<file path="config.mk">
export PLATFORM = sky130hd
export DESIGN_NAME = dpram_port_master
export DESIGN_NICKNAME = d
export VERILOG_FILES = /design/src/rtl/dpram_port_pkg.sv /design/src/rtl/dpram_rsp_fifo.sv /design/src/rtl/dpram_port_master.sv
export SDC_FILE = /design/constraint.sdc
export NUM_CORES = 1
export LEC_CHECK = 0
export ABC_AREA = 1
export CORE_ASPECT_RATIO = 0.5
export CORE_UTILIZATION = 54
export DETAILED_ROUTE_END_ITERATION = 12
export PLACE_DENSITY_LB_ADDON = 0.25
export SETUP_SLACK_MARGIN = 0.1
export SLEW_MARGIN = 20
export SYNTH_ARGS = -nofsm -noshare
export SYNTH_HDL_FRONTEND = slang
export SYNTH_SLANG_ARGS = --single-unit
</file>
<file path="constraint.sdc">
create_clock -name clk -period 3.3 [get_ports clk]
set_clock_uncertainty 0.2 [all_clocks]
set_input_delay 0.33 -clock clk [delete_from_list [all_inputs] [get_ports clk]]
set_output_delay 0.33 -clock clk [all_outputs]
set_load 0.02 [all_outputs]
</file>
<file path="src/rtl/dpram_port_pkg.sv">
// rtl/dpram_port_pkg.sv - default widths and tracking types for dpram_port_master
// Optional macro DPRAM_RAW_FWD_EN adds the fwd/data fields to rd_tag_t.
package dpram_port_pkg;

  localparam int DEF_DATA_WIDTH    = 8;
  localparam int DEF_ADDRESS_WIDTH = 3;
  localparam int DEF_RSP_DEPTH     = 4;
  localparam int CNT_W             = $clog2(DEF_RSP_DEPTH + 1);

  typedef struct packed {
    logic                         valid;
    logic [DEF_ADDRESS_WIDTH-1:0] addr;
    logic [DEF_DATA_WIDTH-1:0]    data;
  } wr_track_t;

`ifdef DPRAM_RAW_FWD_EN
  typedef struct packed {
    logic                      valid;
    logic                      fwd;
    logic [DEF_DATA_WIDTH-1:0] data;
  } rd_tag_t;
`else
  typedef struct packed {
    logic valid;
  } rd_tag_t;
`endif

endpackage

</file>
<file path="src/rtl/dpram_rsp_fifo.sv">
// rtl/dpram_rsp_fifo.sv - first-word fall-through response FIFO
// Push and pop may coincide even when full; dout reads as zero while empty.
module dpram_rsp_fifo #(
  parameter int DATA_WIDTH = 8,
  parameter int RSP_DEPTH  = 4,
  localparam int CNT_W     = $clog2(RSP_DEPTH + 1)
) (
  input  logic                  clk,
  input  logic                  rst_n,
  input  logic                  push,
  input  logic [DATA_WIDTH-1:0] din,
  input  logic                  pop,
  output logic [DATA_WIDTH-1:0] dout,
  output logic                  empty,
  output logic                  full,
  output logic [CNT_W-1:0]      count
);

  localparam int PTR_W = (RSP_DEPTH > 1) ? $clog2(RSP_DEPTH) : 1;

  logic [DATA_WIDTH-1:0] mem [RSP_DEPTH];
  logic [PTR_W-1:0]      wr_ptr;
  logic [PTR_W-1:0]      rd_ptr;
  logic                  do_push;
  logic                  do_pop;

  function automatic logic [PTR_W-1:0] bump(input logic [PTR_W-1:0] p);
    return (p == PTR_W'(RSP_DEPTH - 1)) ? '0 : p + 1'b1;
  endfunction

  assign empty   = (count == '0);
  assign full    = (count == CNT_W'(RSP_DEPTH));
  assign do_pop  = pop && !empty;
  assign do_push = push && (!full || do_pop);
  assign dout    = empty ? '0 : mem[rd_ptr];

  always_ff @(posedge clk or negedge rst_n) begin
    if (!rst_n) begin
      wr_ptr <= '0;
      rd_ptr <= '0;
      count  <= '0;
    end else begin
      if (do_push) wr_ptr <= bump(wr_ptr);
      if (do_pop)  rd_ptr <= bump(rd_ptr);
      case ({do_push, do_pop})
        2'b10:   count <= count + 1'b1;
        2'b01:   count <= count - 1'b1;
        default: count <= count;
      endcase
    end
  end

  // Storage needs no reset: entries are only visible between push and pop.
  always_ff @(posedge clk) begin
    if (do_push) mem[wr_ptr] <= din;
  end

endmodule

</file>
<file path="src/rtl/dpram_port_master.sv">
// rtl/dpram_port_master.sv - request initiator for one port of the dual-port latency RAM
// Optional macro DPRAM_RAW_FWD_EN forwards pending write data instead of stalling hazard reads.
module dpram_port_master
  import dpram_port_pkg::*;
#(
  parameter int DATA_WIDTH    = DEF_DATA_WIDTH,
  parameter int ADDRESS_WIDTH = DEF_ADDRESS_WIDTH,
  parameter int READ_LATENCY  = 1,
  parameter int WRITE_LATENCY = 1,
  parameter int RSP_DEPTH     = DEF_RSP_DEPTH
) (
  input  logic                     clk,
  input  logic                     rst_n,
  input  logic                     req_valid,
  output logic                     req_ready,
  input  logic                     req_we,
  input  logic [ADDRESS_WIDTH-1:0] req_addr,
  input  logic [DATA_WIDTH-1:0]    req_wdata,
  output logic                     rsp_valid,
  input  logic                     rsp_ready,
  output logic [DATA_WIDTH-1:0]    rsp_rdata,
  output logic                     mem_en,
  output logic                     mem_we,
  output logic [ADDRESS_WIDTH-1:0] mem_addr,
  output logic [DATA_WIDTH-1:0]    mem_din,
  input  logic [DATA_WIDTH-1:0]    mem_dout,
  output logic                     idle
);

  localparam int INF_W = $clog2(RSP_DEPTH + 1);

  wr_track_t             wr_pipe [WRITE_LATENCY];
  rd_tag_t               rd_pipe [READ_LATENCY];
  rd_tag_t               rd_out;
  logic [INF_W-1:0]      inflight;
  logic [INF_W-1:0]      fifo_count;
  logic                  ready_en;
  logic                  fire;
  logic                  wr_fire;
  logic                  rd_fire;
  logic                  rd_ok;
  logic                  credit_ok;
  logic                  hazard;
  logic                  pop;
  logic                  fifo_push;
  logic                  fifo_empty;
  logic                  fifo_full;
  logic [DATA_WIDTH-1:0] fifo_din;
  logic                  unused_fifo;
`ifdef DPRAM_RAW_FWD_EN
  logic [DATA_WIDTH-1:0] fwd_data;
`endif

  always_comb begin
    hazard = 1'b0;
`ifdef DPRAM_RAW_FWD_EN
    fwd_data = '0;
`endif
    // Scan oldest to youngest so the youngest matching write supplies the data.
    for (int i = WRITE_LATENCY - 1; i >= 0; i--) begin
      if (wr_pipe[i].valid && (wr_pipe[i].addr == req_addr)) begin
        hazard = 1'b1;
`ifdef DPRAM_RAW_FWD_EN
        fwd_data = wr_pipe[i].data;
`endif
      end
    end
  end

  assign credit_ok = (inflight < INF_W'(RSP_DEPTH));
`ifdef DPRAM_RAW_FWD_EN
  assign rd_ok = credit_ok;
`else
  assign rd_ok = credit_ok && !hazard;
`endif

  assign req_ready = ready_en && (req_we || rd_ok);
  assign fire      = req_valid && req_ready;
  assign wr_fire   = fire && req_we;
  assign rd_fire   = fire && !req_we;
  assign mem_en    = fire;
  assign mem_we    = req_we;
  assign mem_addr  = req_addr;
  assign mem_din   = req_wdata;

  assign pop       = rsp_valid && rsp_ready;
  assign rd_out    = rd_pipe[READ_LATENCY-1];
  assign fifo_push = rd_out.valid;
`ifdef DPRAM_RAW_FWD_EN
  assign fifo_din  = rd_out.fwd ? rd_out.data : mem_dout;
`else
  assign fifo_din  = mem_dout;
`endif

  always_ff @(posedge clk or negedge rst_n) begin
    if (!rst_n) begin
      ready_en <= 1'b0;
      inflight <= '0;
      for (int i = 0; i < WRITE_LATENCY; i++) wr_pipe[i] <= '0;
      for (int i = 0; i < READ_LATENCY; i++)  rd_pipe[i] <= '0;
    end else begin
      ready_en         <= 1'b1;
      wr_pipe[0].valid <= wr_fire;
      wr_pipe[0].addr  <= req_addr;
      wr_pipe[0].data  <= req_wdata;
      for (int i = 1; i < WRITE_LATENCY; i++) wr_pipe[i] <= wr_pipe[i-1];
      rd_pipe[0].valid <= rd_fire;
`ifdef DPRAM_RAW_FWD_EN
      rd_pipe[0].fwd   <= hazard;
      rd_pipe[0].data  <= fwd_data;
`endif
      for (int i = 1; i < READ_LATENCY; i++) rd_pipe[i] <= rd_pipe[i-1];
      case ({rd_fire, pop})
        2'b10:   inflight <= inflight + 1'b1;
        2'b01:   inflight <= inflight - 1'b1;
        default: inflight <= inflight;
      endcase
    end
  end

  dpram_rsp_fifo #(
    .DATA_WIDTH (DATA_WIDTH),
    .RSP_DEPTH  (RSP_DEPTH)
  ) u_rsp_fifo (
    .clk   (clk),
    .rst_n (rst_n),
    .push  (fifo_push),
    .din   (fifo_din),
    .pop   (pop),
    .dout  (rsp_rdata),
    .empty (fifo_empty),
    .full  (fifo_full),
    .count (fifo_count)
  );

  assign rsp_valid   = !fifo_empty;
  assign unused_fifo = ^{fifo_full, fifo_count};

  always_comb begin
    idle = fifo_empty;
    for (int i = 0; i < WRITE_LATENCY; i++) if (wr_pipe[i].valid) idle = 1'b0;
    for (int i = 0; i < READ_LATENCY; i++)  if (rd_pipe[i].valid) idle = 1'b0;
  end

endmodule
</file>
# ---- Word-level counts from Yosys, hierarchy flattened
# Memory sizes are Yosys's and may differ from the RTL's.
# Cells that the tools add are included.
dict set report word_totals {
  register_bits 16
  mem_bits_rw 32
  in_bits 24
  output_inout_bits 24
  elab_cells 52
  mem_count 1
}
# name words word_bits read_ports rd_ports_with_merged_regs wr line
set memory_table {}
lappend memory_table {u_rsp_fifo.mem 4 8 1 0 1 dpram_rsp_fifo.sv:21} ;# logic [DATA_WIDTH-1:0] mem [RSP_DEPTH];
dict set report op_classes {
  n_addsub 6
  n_lt_le_gt_ge 1
  eq_ne 8
  mux 10
  reduce_logical 18
}
# op count
set ops {}
lappend ops {{$pmux W3 S2} 2}
lappend ops {{$logic_and A1 B1 Y1} 9}
lappend ops {{$eq A2 B2 Y1 const B} 4}
lappend ops {{$mux W8} 1}
lappend ops {{$add A3 B1 Y3 const B} 2}
lappend ops {{$sub A3 B1 Y3 const B} 2}
lappend ops {{$mux W1} 5}
lappend ops {{$add A2 B1 Y2 const B} 2}
lappend ops {{$eq A2 B1 Y1 const B} 2}
lappend ops {{$logic_not A1 Y1} 4}
lappend ops {{$mux W2} 2}
lappend ops {{$reduce_bool A2 Y1} 2}
lappend ops {{$eq A3 B3 Y1} 1}
lappend ops {{$eq A3 B3 Y1 const B} 1}
lappend ops {{$logic_not A3 Y1} 1}
lappend ops {{$lt A3 B3 Y1 const B} 1}
lappend ops {{$logic_or A1 B1 Y1} 2}

# ---- Depth between registers and ports, before layout
# Gate-level depths: netlist (run 1).
dict set report logic_depth {
  word_depth 11
  depth_mapped 13
  depth_no_buf 13
}

# ---- Hierarchy
# Synthesis (run 1) repeated with hierarchy kept, for this count alone.
dict set report unflattened {
  cells_unflattened 226
  area_unflattened_um2 2294.7
}
# mod n_inst cells_each area_per_inst_um2 seq_area_each_um2
set modules_own_cells {}
lappend modules_own_cells {dpram_rsp_fifo 1 150 1720.4 1136.1}
lappend modules_own_cells {dpram_port_master 1 76 574.3 225.2}

# ---- Worst setup path before layout (run 1)
# OpenSTA, ideal clock, no wires.
dict set report synth_timing {
  path_type {register to register}
  startpoint {reg u_rsp_fifo.count[0]}
  endpoint {reg inflight[2]}
  setup_ns 0.131
  arrival_time_ns 1.729
  required_time_ns 2.969
  path_slack_ns 1.240
  path_stages_with_launch 11
  path_buffers 0
  synth_period_minus_slack_ns 2.060
  cell_sequence {dfrtp_1 > nor2_2 > nand2_2 > inv_2 > nor2_4 > ha_1 > inv_1 > fa_1 > a21oi_1 > o21ai_0 > xor2_1}
}
dict set report synth_between {
  elab_chain_len 5
  word_cells_on_any_way 7
  classes_between {eq/ne (2); mux (1); reduce/logical (4)}
}
# element line
set synth_lines {}
lappend synth_lines {{start, declared} dpram_rsp_fifo.sv:16} ;# output logic [CNT_W-1:0] count
lappend synth_lines {{start signal, assigned} dpram_rsp_fifo.sv:46} ;# 2'b10: count <= count + 1'b1;
lappend synth_lines {{start signal, assigned} dpram_rsp_fifo.sv:47} ;# 2'b01: count <= count - 1'b1;
lappend synth_lines {{start signal, assigned} dpram_rsp_fifo.sv:48} ;# default: count <= count;
lappend synth_lines {{$logic_not A3 Y1 *} dpram_rsp_fifo.sv:31} ;# assign empty = (count == '0);
lappend synth_lines {{$logic_not A1 Y1 *} dpram_port_master.sv:136} ;# assign rsp_valid = !fifo_empty;
lappend synth_lines {{named net rsp_valid} dpram_port_master.sv:19} ;# output logic rsp_valid,
lappend synth_lines {{$logic_and A1 B1 Y1 *} dpram_port_master.sv:86} ;# assign pop = rsp_valid && rsp_ready;
lappend synth_lines {{$eq A2 B1 Y1 or $eq A2 B2 Y1 (tied branches)} dpram_port_master.sv:113} ;# case ({rd_fire, pop})
lappend synth_lines {{$pmux W3 S2 or $reduce_bool A2 Y1 (tied branches)} n/a}
lappend synth_lines {{end signal, assigned} dpram_port_master.sv:114} ;# 2'b10: inflight <= inflight + 1'b1;
lappend synth_lines {{end signal, assigned} dpram_port_master.sv:115} ;# 2'b01: inflight <= inflight - 1'b1;
lappend synth_lines {{end signal, assigned} dpram_port_master.sv:116} ;# default: inflight <= inflight;
lappend synth_lines {{end, declared} dpram_port_master.sv:35} ;# logic [INF_W-1:0] inflight;
# The timed path passes the listed nets; every way through them passes the cells marked *.
# A chain may end at the register's enable or synchronous reset.

# ---- Worst setup path after layout (run 1)
dict set report layout_timing {
  startpoint {reg u_rsp_fifo.rd_ptr[0]}
  endpoint {out rsp_rdata[0]}
}
dict set report layout_between {
  elab_chain_len 2
}
# element line
set layout_lines {}
lappend layout_lines {{start, declared} dpram_rsp_fifo.sv:23} ;# logic [PTR_W-1:0] rd_ptr;
lappend layout_lines {{start signal, assigned} dpram_rsp_fifo.sv:44} ;# if (do_pop) rd_ptr <= bump(rd_ptr);
lappend layout_lines {{$mem_v2 Z4 W8} n/a}
lappend layout_lines {{$mux W8} dpram_rsp_fifo.sv:35} ;# assign dout = empty ? '0 : mem[rd_ptr];
lappend layout_lines {{end, declared} dpram_port_master.sv:21} ;# output logic [DATA_WIDTH-1:0] rsp_rdata,
# Every way passes these cells.

==> results of run 1 <==
[worst paths after layout]
path	start	endpoint	slack (ns)	depth (start not counted)
min in group clk	inflight[0]$_DFFE_PN0P_	inflight[0]$_DFFE_PN0P_	0.28	1
min reg2reg	inflight[0]$_DFFE_PN0P_	inflight[0]$_DFFE_PN0P_	0.28	1
max in group asynchronous	rst_n	u_rsp_fifo.rd_ptr[1]$_DFFE_PN0P_	2.14	1
min	rst_n	wr_pipe[9]$_DFF_PN0_	0.28	1
max reg2reg	u_rsp_fifo.count[0]$_DFFE_PN0P_	inflight[2]$_DFFE_PN0P_	1.08	10
max	u_rsp_fifo.rd_ptr[0]$_DFFE_PN0P_	rsp_rdata[0]	0.53	4
[where the power goes]
| group | total, mW | internal, mW | switching (mW) |
|---|---|---|---|
| Combinational | 0.841 | 0.363 | 0.479 |
| Clock | 0.439 | 0.248 | 0.191 |
| Sequential | 0.826 | 0.725 | 0.101 |
| Total | 2.11 | 1.33 | 0.771 |
[flip-flops by register name, indices dropped and copies added (netlist names)]
register           count
fifo_push              1
inflight               3
ready_en               1
u_rsp_fifo.count       3
u_rsp_fifo.mem        32
u_rsp_fifo.rd_ptr      2
u_rsp_fifo.wr_ptr      2
wr_pipe                4
[stage by stage]
step                util (%)  area (um2)  cells
global placement        63.3        2500    286
finish                  66.4        2620    294
global route            66.4        2620    294
floorplan                  -        2250    217
detailed placement      63.3        2500    286
CTS                     66.4        2620    294
[kinds of logic (layout without fill, tap and decap cells)]
kind of cell               count (synthesis)  after routing  share of synthesized area (%)
buffers and inverters                     46             69                           10.9
AOI/OAI and AO/OA                         36             36                           8.00
other                                      1              1                          0.167
and+or+nand+nor                           73             73                           13.3
xor gates and xnor gates                   4              4                           1.56
DFF                                       48             48                           60.4
adders and majority gates                  9              9                           5.67
[layer usage]
metal  share of wire, %  track usage, %  vias up
met4                1.2            7.69        0
li1                   -               -      737
met5                  0               0        -
met1                 45            21.8      687
met2                 49            34.0       31
met3                4.6            5.08        7
[worst register-to-register path, delay by kind of cell, from the launching register on]
kind,cells,cell delay (ns)
fa+ha+maj,2,0.55
flops,1,0.40
simple gates,3,0.35
compound gates,2,0.26
buf+inv,2,0.18
xor+xnor,1,0.15
[placed cells by master (no fill, tap or decap), drive strengths merged]
cell	n
bufinv	1
nand2	22
ha	7
xnor2	2
inv	30
nand3	3
o21ai	22
clkbuf	6
dfrtp	16
nor2	46
nand4	1
edfxtp	32
conb	1
xor2	2
a21oi	14
nor3	1
fa	2
clkinv	1
clkdlybuf4s50	31
[area by class of cell]
| class | count | area, um2 | area share (%) |
|---|---|---|---|
| sequential | 48 | 1360 | 52.0 |
| multi-input combinational | 123 | 646 | 24.7 |
| timing repair buffer | 31 | 310 | 11.8 |
| inverter | 30 | 113 | 4.30 |
| clock buffer | 6 | 82.6 | 3.15 |
| tap | 54 | 67.6 | 2.58 |
| clock inverter | 2 | 38.8 | 1.48 |
==> impl_summary.log, run 1 <==
INFO  metric critical_path_peak_fanout = 19
INFO  metric critical_path.slowest_cell = dfrtp_1
INFO  metric crit_path_max_incr_delay = 0.63 ns
INFO  metric critical_path_buf_inv_count = 2
INFO  metric clock_sink_count = 48
INFO  metric worst_ir_drop_vdd = 0.271 mV
INFO  metric final.setup.worst_slack = 0.527 ns
INFO  metric synthDominantCellAreaShare = 42.7%
INFO  metric synth_cells = 217
INFO  metric detailedPlacementHpwl = 2.60 mm
INFO  metric die-height = 47.7 um
INFO  metric worst_hold_path_class = input pin to asynchronous set/reset pin
INFO  metric synth_enable_flop_cells = 32
INFO  metric grt_max_degree = 20
INFO  metric number_of_max_capacitance_violations_reported = 0
INFO  metric viasPerCell = 4.97
INFO  metric grt_pass1_vias = 1278
INFO  metric p_per_area = 804 mW/mm2
INFO  metric cts_bufs_inserted = 5
INFO  metric setup_violations = 0
INFO  metric yosys.area.top_type = edfxtp_1
INFO  metric yosysMostFrequentCell = nor2_1
INFO  metric p_total = 2.11 mW
INFO  metric cts_root_buf = clkbuf_8
INFO  metric portBuffers = 31
INFO  metric wl_per_cell = 13.2 um
INFO  metric syn_area_per_cell = 10.4 um2
INFO  metric critical_path.startpoint_type = register
INFO  metric slew_violations = 0
INFO  metric first_pass_iters = 4
INFO  metric synth_fp_nets = 250
INFO  metric worst-setup-path-type = register to primary output
INFO  metric postSynth.topFlopCell = edfxtp_1
INFO  metric relSlewSlack = 44.0%
INFO  metric synthTopCellsByCount = nor2_1 (43), edfxtp_1 (32), inv_1 (27)
INFO  metric dr.first_iter.drc_count = 52
INFO  metric worstSkewPairLatency = 0.29 ns
INFO  metric die_width = 93.3 um
INFO  metric endpoints_failing_hold = 0
INFO  metric post_route_cells_drive_above_1_share = 6.67%
INFO  metric cellLeakagePower = 1.08 nW
INFO  metric synth_to_final_area_change = 16.3%
INFO  metric hold_ws = 0.281 ns
INFO  metric timing.critical_path.arrival = 2.24 ns
INFO  metric timing.critical_path.required = 2.77 ns
INFO  metric gr-usage-all-layers = 18.5%
INFO  metric worstSetupEndpointType = primary output
INFO  metric globalplace.congestion = 0.793
INFO  metric outcome = finished, final reports clean
INFO  metric n_antenna_cell = 0
INFO  metric fmaxAchievable = 361 MHz
INFO  metric die_area = 0.00445 mm2
INFO  metric fin_setup_tns = 0 ns
INFO  metric std_cell_rows = 16
INFO  metric antenna_violating_nets_post_route = 0
INFO  metric cts_tree = yes
INFO  metric cell_area_after_technology_mapping = 0.00225 mm2
INFO  metric drcViolationCount = 0
INFO  metric placement.setup.worst_slack = 0.611 ns
INFO  metric synth.top_cells.by_area = edfxtp_1 (43%), dfrtp_1 (18%), nor2_1 (7.2%)
INFO  metric clock_input_transition_at_the_sequential_cells_of_the_worst_setup_and_hold_paths = 0.08 ns
INFO  metric cell_family_with_the_largest_share_of_critical_path_delay = buffers and inverters
INFO  metric fin_crit_sh = 84.0%
INFO  metric post_synth_num_cell_types = 24
INFO  metric h-tree-depth = 2
INFO  metric core_footprint = 0.00394 mm2
INFO  metric yosys_warning_total = 0
INFO  metric num-nets-final = 272
INFO  metric finalWorstPathRequiredPeriod = 2.77 ns
INFO  metric cts_buffer_depth = 2
INFO  metric cts_hold_buffers = 0
INFO  metric filler_cell_count = 288
INFO  metric rsz0062_at_grt = no
INFO  metric crit_path_cell_trace = inv_2 -> o21ai_0 -> a21oi_1 -> clkdlybuf4s50_1
INFO  metric overall_routed_net_length = 3.88 mm
INFO  metric start_util = 57.1%
INFO  metric first_pass_grt_wire_length = 5.84 mm
INFO  metric synthArstFlopShare = 33.3%
INFO  metric seq_area_frac_synth = 60.4%
INFO  metric grt-ovfl-total = 0
INFO  metric post_cts.repair.setup_buffers = 0
INFO  metric io_pins = 48
INFO  metric grt_antenna_before_repair = 0
INFO  metric cts_resized = 0
INFO  metric detailroute.via_count = 1462
INFO  metric worst_pin_slew = 0.837 ns
INFO  metric ys_seq_elements = 48
(Power assumes the default switching activity.)
==> inputs of run 2 (changes only) <==
- CORE_UTILIZATION: 54 -> 45
- clock period: 3.3 -> 2.46 ns (I/O delays scaled with it)
==> run 2 against run 1 <==
Final area rose by 6.0%. Total power rose by 38%. Via count rose by 0.48%. Clock power rose by 49%. Critical endpoint is now inflight[2]$_DFFE_PN0P_.
==> impl_summary.log, run 2 (synthesis gave the netlist of run 1 again) <==
INFO  metric grt-ovfl-total = 0 (unchanged)
INFO  metric antenna_violating_nets_post_route = 0 (unchanged)
INFO  metric max_flop_register = u_rsp_fifo.mem
INFO  metric crit_path_start = req_addr[1]
INFO  metric multiInputGateArea = 646 um2 (unchanged)
INFO  metric io_pins = 48 (unchanged)
INFO  metric worst_hold_path_class = input pin to asynchronous set/reset pin
INFO  metric crit_path_max_incr_delay = 0.50 ns (-0.13 ns)
INFO  metric post_route_cells_drive_above_1_share = 10.7% (+4.0 points)
INFO  metric grt_max_degree = 18 (-10%)
INFO  metric most-common-layout-cells = nor2_1 (43), edfxtp_1 (32), inv_1 (27), nand2_1 (20), clkdlybuf4s50_1 (19)
INFO  metric r2r-start = u_rsp_fifo.count[0]$_DFFE_PN0P_
INFO  metric cts_buffer_depth = 2 (unchanged)
INFO  metric worst_ir_drop_vdd = 0.369 mV (+36%)
INFO  metric critical_path.reg2reg.endpoint = u_rsp_fifo.count[2]$_DFFE_PN0P_
INFO  metric p_per_area = 1040 mW/mm2 (+30%)
INFO  metric relSlewSlack = 49.8% (+5.9 points)
INFO  metric std_cell_rows = 17 (+1)
INFO  metric globalplace.congestion = 0.766 (-3.4%)
INFO  metric cts_tree = yes
INFO  metric largest_registers = u_rsp_fifo.mem: 32 flops, wr_pipe: 4 flops
INFO  metric max_ffs_per_register = 32 (unchanged)
INFO  metric first_pass_iters = 4 (unchanged)
INFO  metric synth_to_final_area_change = 23.3%
INFO  metric reg2regPathDepth = 10 (unchanged)
INFO  metric cellLeakagePower = 1.27 nW (+17%)
INFO  metric wl_per_cell = 11.7 um (-11%)
INFO  metric overall_routed_net_length = 3.72 mm (-4.0%)
INFO  metric h-tree-depth = 2 (unchanged)
INFO  metric grt_antenna_before_repair = 0 (unchanged)
INFO  metric timing.critical_path.required = 2.44 ns (-0.33 ns)
INFO  metric critical_path.startpoint_type = input pin
INFO  metric cts_bufs_inserted = 5 (unchanged)
INFO  metric portBuffers = 31 (unchanged)
INFO  metric die_width = 102 um (+9.3%)
INFO  metric fin_crit_sh = 89.8%
INFO  metric hold_ws = 0.190 ns (-0.0912 ns)
INFO  metric mostFrequentLayoutCell = nor2_1
INFO  metric n_antenna_cell = 0 (unchanged)
INFO  metric slew_violations = 0 (unchanged)
INFO  metric filler_cell_count = 392 (+36%)
INFO  metric first_pass_grt_wire_length = 6.15 mm (+5.4%)
INFO  metric detailedPlacementHpwl = 2.52 mm (-3.3%)
INFO  metric endpoints_failing_hold = 0 (unchanged)
INFO  metric worst-setup-path-type = input pin to register
INFO  metric critical_path.slowest_cell = clkdlybuf4s50_1
INFO  metric cts_root_buf = clkbuf_8
INFO  metric setup_violations = 0 (unchanged)
INFO  metric viasPerCell = 4.62 (-7.1%)
INFO  metric worstSetupEndpointType = register
INFO  metric core_footprint = 0.00459 mm2 (+16%)
INFO  metric reg2reg_slack = 0.29 ns (-0.79 ns)
INFO  metric worst_pin_slew = 0.750 ns (-0.0872 ns)
INFO  metric drcViolationCount = 0 (unchanged)
INFO  metric die_area = 0.00531 mm2 (+19%)
INFO  metric worstSkewPairLatency = 0.29 ns (about the same)
INFO  metric rsz0062_at_grt = no
INFO  metric crit_path_cell_trace = clkdlybuf4s50_1 -> inv_1 -> nand2_1 -> nand3_1 -> nor2_1 -> nor2_1 -> nand4_1 -> ha_1 -> inv_1 -> fa_1 -> a21oi_1 -> o21ai_0 -> xor2_1
INFO  metric num-nets-final = 284 (+4.4%)
INFO  metric register_area = 0.00136 mm2 (about the same)
INFO  metric die-height = 52.0 um (+9.1%)
INFO  metric finalWorstPathRequiredPeriod = 2.21 ns
INFO  metric outcome = finished, final reports clean
INFO  metric fmaxAchievable = 453 MHz
INFO  metric start_util = 49.0% (-8.1 points)
INFO  metric dr.first_iter.drc_count = 33 (-37%)
INFO  metric timing.critical_path.arrival = 2.18 ns (-0.06 ns)
INFO  metric p_total = 2.90 mW (+38%)
INFO  metric grt_pass1_vias = 1375 (+7.6%)
INFO  metric clock_sink_count = 48 (unchanged)
INFO  metric number_of_max_capacitance_violations_reported = 0 (unchanged)
INFO  metric clock_input_transition_at_the_sequential_cells_of_the_worst_setup_and_hold_paths = 0.08 ns (about the same)
INFO  metric gr-usage-all-layers = 16.4% (-2.2 points)
INFO  metric critical_path_peak_fanout = 3 (-16)
INFO  metric detailroute.via_count = 1469 (+0.48%)
## run 2: metal layers
metal	GRT usage [%]	share of wire [%]	routed length (um)
met4	6.19	0.64	24
met3	5.11	4.9	182
met2	28.1	48	1800
met5	0	0	0
met1	19.6	46	1710
## run 2: repair_timing
item | 4_1_cts | 5_1_grt
hold buffers | 0 | 1
buffers inserted | 0 | 0
gates resized for setup | 4 | 10
endpoints found under the hold margin | 0 | 1
setup endpoints to repair | 10 | 10
gates cloned | 0 | 0
## run 2: worst max-delay path by stage
stage	end	slack (ns)
floorplan	inflight[2]$_DFFE_PN0P_	0.40
global placement	inflight[2]$_DFFE_PN0P_	-0.006
detailed placement	inflight[2]$_DFFE_PN0P_	-0.09
CTS	rsp_rdata[4]	0.09
global route	inflight[2]$_DFFE_PN0P_	0.12
finish	inflight[2]$_DFFE_PN0P_	0.25
## run 2: critical path, delay by kind of cell
family / cells / cell delay, ns
XOR/XNOR: 1 / 0.15
buffers and inverters: 3 / 0.61
AO/OA/AOI/OAI: 2 / 0.25
adder cells (fa/ha/maj): 2 / 0.52
AND/OR/NAND/NOR: 5 / 0.41
## run 2: power breakdown
part / total, mW / internal [mW] / switching [mW]
sequential: 1.07 / 0.975 / 0.0908
clock: 0.654 / 0.406 / 0.248
combinational: 1.18 / 0.514 / 0.667
## run 2: cell type report
cell class	instances	share of cell area, %
Timing Repair Buffer	43	15.8
Sequential cell	48	49.1
Clock buffer	6	2.61
Tap cell	66	2.97
Multi-Input combinational cell	123	23.3
Inverter	30	4.15
Clock inverter	2	2.16
## run 2: stage by stage
stage	TNS, ns	worst slack (ns)	std cells	area (um2)	util [%]
global route	0	0.116	318	2780	60.4
detailed placement	-0.0861	-0.0861	309	2610	56.8
global placement	-0.00591	-0.00591	309	2610	56.8
floorplan	0	0.400	217	2250	-
CTS	0	0.0886	317	2740	59.7
finish	0	0.250	318	2780	60.4
